## src/rtl/wb_regfile_pkg.sv

```systemverilog
// ---------------------------------------------------------------------------
// wb_regfile_pkg
//   Shared definitions for the writeback stage and the integer register file.
//   Holds the architectural widths, the hardwired-zero register index and the
//   common word / register-address types.
//   Ports: none (package).
// ---------------------------------------------------------------------------
package wb_regfile_pkg;

  // Architectural data width and register file geometry.
  localparam int XLEN       = 32;
  localparam int NUM_REGS   = 32;
  localparam int REG_ADDR_W = 5;
  localparam int CNT_W      = 64;

  typedef logic [XLEN-1:0]       word_t;
  typedef logic [REG_ADDR_W-1:0] reg_addr_t;

  // x0 is the architectural constant-zero register.
  localparam reg_addr_t REG_ZERO = 5'd0;

endpackage : wb_regfile_pkg

```

## src/rtl/wb_regfile_array.sv

```systemverilog
// ---------------------------------------------------------------------------
// wb_regfile_array
//   Storage for the integer register file: one synchronous write port and two
//   asynchronous read ports. Entry 0 is never written and always reads zero.
//   The whole array clears on the asynchronous active-low reset.
//   Ports:
//     clk      in   1       write clock
//     rst_n    in   1       asynchronous active-low clear of every entry
//     we       in   1       write strobe (writes to entry 0 are ignored)
//     waddr    in   ADDR_W  write address
//     wdata    in   XLEN    write data
//     raddr1   in   ADDR_W  read port 1 address
//     raddr2   in   ADDR_W  read port 2 address
//     rdata1   out  XLEN    read port 1 data (combinational)
//     rdata2   out  XLEN    read port 2 data (combinational)
// ---------------------------------------------------------------------------
module wb_regfile_array #(
  parameter int XLEN   = wb_regfile_pkg::XLEN,
  parameter int NREGS  = wb_regfile_pkg::NUM_REGS,
  parameter int ADDR_W = wb_regfile_pkg::REG_ADDR_W
) (
  input  logic              clk,
  input  logic              rst_n,
  input  logic              we,
  input  logic [ADDR_W-1:0] waddr,
  input  logic [XLEN-1:0]   wdata,
  input  logic [ADDR_W-1:0] raddr1,
  input  logic [ADDR_W-1:0] raddr2,
  output logic [XLEN-1:0]   rdata1,
  output logic [XLEN-1:0]   rdata2
);

  import wb_regfile_pkg::*;

  logic [XLEN-1:0] regs_q [NREGS];
  logic [XLEN-1:0] regs_d [NREGS];

  // Next-state of the array. Entry 0 is pinned to zero so no write, however
  // presented, can ever make x0 non-zero.
  always_comb begin
    regs_d = regs_q;
    if (we && (waddr != ADDR_W'(REG_ZERO))) begin
      regs_d[waddr] = wdata;
    end
    regs_d[0] = '0;
  end

  // Reset clears every entry, so no uninitialised value can ever be read.
  always_ff @(posedge clk or negedge rst_n) begin
    if (!rst_n) begin
      for (int i = 0; i < NREGS; i++) begin
        regs_q[i] <= '0;
      end
    end else begin
      regs_q <= regs_d;
    end
  end

  // Address 0 is decoded explicitly on the read side as well.
  always_comb begin
    rdata1 = regs_q[raddr1];
    rdata2 = regs_q[raddr2];
    if (raddr1 == ADDR_W'(REG_ZERO)) begin
      rdata1 = '0;
    end
    if (raddr2 == ADDR_W'(REG_ZERO)) begin
      rdata2 = '0;
    end
  end

endmodule : wb_regfile_array

```

## src/rtl/wb_regfile.sv

```systemverilog
// ---------------------------------------------------------------------------
// wb_regfile
//   Writeback stage and architectural register file (consumer end of the
//   MEM/WB pipeline register). Selects load data or ALU result, commits it to
//   the 32-entry register file, serves the two ID-stage read ports with a
//   same-cycle write-through bypass, and counts committed writes.
//   Ports:
//     clk            in   1       single clock, posedge
//     rst_n          in   1       asynchronous active-low reset
//     wb_regwrite    in   1       commit request from MEM/WB
//     wb_memtoreg    in   1       1 = load data, 0 = ALU result
//     wb_read_data   in   XLEN    data-memory load result
//     wb_alu_result  in   XLEN    ALU result
//     wb_rd_addr     in   ADDR_W  destination register
//     id_rs1_addr    in   ADDR_W  read port 1 address
//     id_rs2_addr    in   ADDR_W  read port 2 address
//     id_rs1_data    out  XLEN    read port 1 data (combinational)
//     id_rs2_data    out  XLEN    read port 2 data (combinational)
//     wb_write_data  out  XLEN    selected writeback value (combinational)
//     wb_write_en    out  1       qualified commit strobe (never for x0)
//     commit_count   out  CNT_W   committed writes since reset (wraps)
// ---------------------------------------------------------------------------
module wb_regfile #(
  parameter int XLEN   = wb_regfile_pkg::XLEN,
  parameter int NREGS  = wb_regfile_pkg::NUM_REGS,
  parameter int ADDR_W = wb_regfile_pkg::REG_ADDR_W,
  parameter int CNT_W  = wb_regfile_pkg::CNT_W
) (
  input  logic              clk,
  input  logic              rst_n,
  input  logic              wb_regwrite,
  input  logic              wb_memtoreg,
  input  logic [XLEN-1:0]   wb_read_data,
  input  logic [XLEN-1:0]   wb_alu_result,
  input  logic [ADDR_W-1:0] wb_rd_addr,
  input  logic [ADDR_W-1:0] id_rs1_addr,
  input  logic [ADDR_W-1:0] id_rs2_addr,
  output logic [XLEN-1:0]   id_rs1_data,
  output logic [XLEN-1:0]   id_rs2_data,
  output logic [XLEN-1:0]   wb_write_data,
  output logic              wb_write_en,
  output logic [CNT_W-1:0]  commit_count
);

  import wb_regfile_pkg::*;

  logic [XLEN-1:0]  arr_rdata1;
  logic [XLEN-1:0]  arr_rdata2;
  logic [CNT_W-1:0] count_q;
  logic [CNT_W-1:0] count_d;

  // Writeback mux and qualified commit strobe. A write aimed at x0 is not a
  // commit: it neither reaches the array nor advances the counter.
  always_comb begin
    wb_write_data = wb_memtoreg ? wb_read_data : wb_alu_result;
    wb_write_en   = wb_regwrite && (wb_rd_addr != ADDR_W'(REG_ZERO));
  end

  wb_regfile_array #(
    .XLEN   (XLEN),
    .NREGS  (NREGS),
    .ADDR_W (ADDR_W)
  ) u_array (
    .clk    (clk),
    .rst_n  (rst_n),
    .we     (wb_write_en),
    .waddr  (wb_rd_addr),
    .wdata  (wb_write_data),
    .raddr1 (id_rs1_addr),
    .raddr2 (id_rs2_addr),
    .rdata1 (arr_rdata1),
    .rdata2 (arr_rdata2)
  );

  // Read ports with write-through bypass so an instruction in ID sees the
  // value being committed this cycle without a stall. Zero check comes
  // first; the bypass is keyed on the qualified strobe so a non-committing
  // writeback never leaks into a read.
  always_comb begin
    if (id_rs1_addr == ADDR_W'(REG_ZERO)) begin
      id_rs1_data = '0;
    end else if (wb_write_en && (id_rs1_addr == wb_rd_addr)) begin
      id_rs1_data = wb_write_data;
    end else begin
      id_rs1_data = arr_rdata1;
    end

    if (id_rs2_addr == ADDR_W'(REG_ZERO)) begin
      id_rs2_data = '0;
    end else if (wb_write_en && (id_rs2_addr == wb_rd_addr)) begin
      id_rs2_data = wb_write_data;
    end else begin
      id_rs2_data = arr_rdata2;
    end
  end

  // Committed-write counter; wraps naturally at the top of its range.
  always_comb begin
    count_d = count_q;
    if (wb_write_en) begin
      count_d = count_q + CNT_W'(1);
    end
  end

  always_ff @(posedge clk or negedge rst_n) begin
    if (!rst_n) begin
      count_q <= '0;
    end else begin
      count_q <= count_d;
    end
  end

  assign commit_count = count_q;

endmodule : wb_regfile

```

## config.mk

```make
export PLATFORM = sky130hd
export DESIGN_NAME = wb_regfile
export DESIGN_NICKNAME = d
export VERILOG_FILES = /design/src/rtl/wb_regfile_pkg.sv /design/src/rtl/wb_regfile_array.sv /design/src/rtl/wb_regfile.sv
export SDC_FILE = /design/constraint.sdc
export NUM_CORES = 2
export LEC_CHECK = 0
export ABC_AREA = 1
export BUFFER_PORTS_ARGS = -buffer_cell sky130_fd_sc_hd__buf_2
export CORE_MARGIN = 2
export CORE_UTILIZATION = 50
export DETAILED_ROUTE_END_ITERATION = 10
export PLACE_DENSITY = 0.69
export SETUP_SLACK_MARGIN = 0.3
export SYNTH_ARGS = -nofsm -noshare
export SYNTH_HDL_FRONTEND = slang
export SYNTH_SLANG_ARGS = --single-unit
```

## constraint.sdc

```tcl
create_clock -name clk -period 2 [get_ports clk]
set_input_delay 0.1 -clock clk [delete_from_list [all_inputs] [get_ports clk]]
set_output_delay 0.1 -clock clk [all_outputs]
set_load 0.02 [all_outputs]
```

==> results.toml <==
[outcome]
status = "complete, but fails checks"
violations = "design-rule violations, negative setup slack"

[placement]
dp.cells = 11100
gp_congestion = 0.988
port_buffers = 243
dp_hpwl_mm = 157
dpl_cell_area_mm2 = 0.0686

[layout]
syn2layout_area_growth_pct = 25.8
nNetsFinal = 9824
regArea_mm2 = 0.0265
n_fill_cell = 10800
final_cell_area_mm2 = 0.0789
drive_gt1_share_pct = 25.9
multi_input_area_mm2 = 0.0340
stdcell_count = 11500

[clock_network]
cts-buffers-inserted = 119
clk_latency_ns = 0.75
clock-sinks = 1056
clk_pin_slew_worst_paths_ns = 0.06
cts_max_path_buffers = 3
cts_htree_levels = 3
cts_tree = "done"
cts_root_buffer = "clkbuf_16"

[route]
wl_per_cell_um = 23.0
drtIter0Drc = 10500
drc = 2
via_per_inst = 6.04
num_vias = 69300
drtPass1Iterations = 11
antenna_left = 0
finalWirelength_mm = 264

[global_route]
grt_use_total_pct = 39.7
grt_pass1_vias = 63900
antenna_found_initial = 7
grt_max_degree = 94
grt_overflow = 0
grt_pass1_wl_mm = 389

[logic_synthesis]
synthCells = 9532
yosys.cell_types.count = 32
synth_edf_count = 0
syn_area_per_cell_um2 = 6.58
ys_seq_elements = 1056
synth-seq-area-share_pct = 42.1
syn_nets = 9616
synth_ff_type = "dfrtp_1"
netlist_area_mm2 = 0.0628
synthArstFlopShare_pct = 100
yosysWarnings = 0

[timing]
setup-violations-final = 63
timing.fmax_ghz = 0.465
slew_headroom_pct = 40.7
hold_viol = 0
tightestPinTransition_ns = 0.887
skew_ns = 0.00765
post-route-period-util_pct = 107
rsz0062_at_grt = "true"
fin_ws_ns = -0.149
whs_ns = 0.00661
period_minus_slack_ns = 2.15
finalMaxSlewViolations = 0
fin_setup_tns_ns = -4.90

[pwr]
power_uw = 73200
peakVddDrop_uv = 712
p_per_area_mw_per_mm2 = 927
power.leakage_uw = 0.0372

[critical_path]
path_max_fanout = 2
rr_endpoint = "commit_count[52]"
cp-start-kind = "register"
cp_data_arrival_time_ns = 2.05
cp.required_ns = 1.90
timing_worst_setup_path_type = "register to output port"
reg2regPathDepth = 9
reg2reg_slack_ns = 0.31
end_kind = "output port"
timing.rr.start = "commit_count[21]"

[job]
max-cap-violations = 0

[min_path]
min_from = "wb_read_data[29]"
min_to = "u_array.regs_q[989]"
min_path_type = "input pin to register"
worstHoldPathCells = 6

[floorplan]
die_height_um = 358
die_area_mm2 = 0.128
core_mm2 = 0.124
initial_core_util_pct = 50.6
die_w_um = 358
ios = 244
rows = 129
## cell type report
type / count / area share, %
inverters: 1100 / 5.29
clock buffers: 180 / 4.44
flip-flops and latches: 1056 / 33.5
diodes: 3 / 0.00951
multi-input cells: 6670 / 43.1
repair buffers: 793 / 10.4
well taps: 1637 / 2.59
clock inverters: 38 / 0.680
## worst max-delay path by stage
| stage | startpoint | endpoint | cells after the start |
|---|---|---|---|
| 2_1_floorplan | commit_count[0] | commit_count[28] | 8 |
| 3_3_place_gp | wb_rd_addr[1] | id_rs1_data[16] | 11 |
| 3_5_place_dp | wb_rd_addr[0] | id_rs1_data[16] | 11 |
| 4_1_cts | u_array.regs_q[503] | id_rs2_data[23] | 9 |
| 5_1_grt | u_array.regs_q[183] | id_rs2_data[23] | 9 |
| 6_report | u_array.regs_q[183] | id_rs2_data[23] | 9 |
## metal layers
layer | vias to the layer above | wire [um] | global-route usage (%)
li1 | 30600 | - | -
met4 | 2 | 16100 | 21.5
met3 | 1111 | 38500 | 12.9
met5 | - | 13 | 0
met2 | 5108 | 111000 | 57.5
met1 | 32500 | 99000 | 52.7
## report_power, final
part | internal (uW) | total [uW] | switching (uW)
registers | 26300 | 28700 | 2430
clock network | 13500 | 23100 | 9600
logic | 7540 | 21400 | 13900
total | 47300 | 73200 | 25900
## state kept, by name, indices dropped and copies added, names as in the netlist
signal          cells
u_array.regs_q    992
commit_count       64
## cells by family after synthesis
kind of cell / Yosys count / synth area share, %
flip-flops: 1056 / 42.1
AO/OA/AOI/OAI: 1056 / 8.43
buffers and inverters: 1806 / 11.3
AND/OR/NAND/NOR: 5574 / 37.6
XOR/XNOR: 39 / 0.544
adder cells (fa/ha/maj): 1 / 0.0199
## synthesized netlist by cell type, types with 2 or more instances
library cell | n | area, um2
nand2_2 | 5 | 31.3
nor2_4 | 5 | 56.3
xor2_1 | 21 | 184
buf_4 | 13 | 97.6
inv_2 | 9 | 33.8
xnor2_1 | 18 | 158
and2_1 | 2 | 12.5
nand2_1 | 3347 | 12600
buf_2 | 193 | 966
inv_1 | 1059 | 3980
nor2_2 | 10 | 62.6
o21ai_1 | 57 | 285
dfrtp_1 | 1056 | 26400
nor3_2 | 2 | 20.0
nand4_1 | 21 | 131
buf_1 | 89 | 334
nor2_1 | 180 | 676
clkbuf_2 | 5 | 25.0
a21oi_1 | 33 | 165
nand3_1 | 1986 | 9940
clkbuf_1 | 406 | 1520
clkinv_1 | 32 | 120
nand3_2 | 2 | 20.0
nor3_1 | 9 | 45.0
o21ai_0 | 965 | 4830
## worst max-delay path: stages, from the launching register on
cell,delay [ns]
dfrtp_1,0.39
inv_2,0.06
nand2_2,0.06
nand3_2,0.08
nand3_1,0.11
nand3_2,0.13
nand3_4,0.11
nand3_4,0.14
nand2_2,0.07
buf_6,0.13
## stage by stage
stage          worst slack (ns)  util (%)
2_1_floorplan             0.317         -
3_3_place_gp             0.0169      55.3
3_5_place_dp           -0.00310      55.3
4_1_cts                  -0.151      60.6
5_1_grt                  -0.214      63.6
6_report                 -0.149      63.6
## repair_timing
action / in CTS / in global routing
hold buffers: 48 / 6
endpoints found under the hold margin: 1318 / 29
cloned: 0 / 1
endpoints found under the setup margin: 99 / 128
setup buffers: 18 / 83
pin swaps: 238 / 400
resized for setup: 661 / 1106
## layout by cell type, fill, tap and decap left out, drive strengths merged, types with 2 or more instances in the layout
master       count
a21oi           33
and2             2
buf            741
bufinv          11
clkbuf         182
clkinv          47
clkinvlp         7
dfrtp         1056
diode            3
dlygate4sd3     49
inv           1073
nand2         3353
nand3         1988
nand4           22
nor2           195
nor3            12
nor4             2
o21ai         1022
xnor2           18
xor2            21
Power figures use the tool's default switching activity.
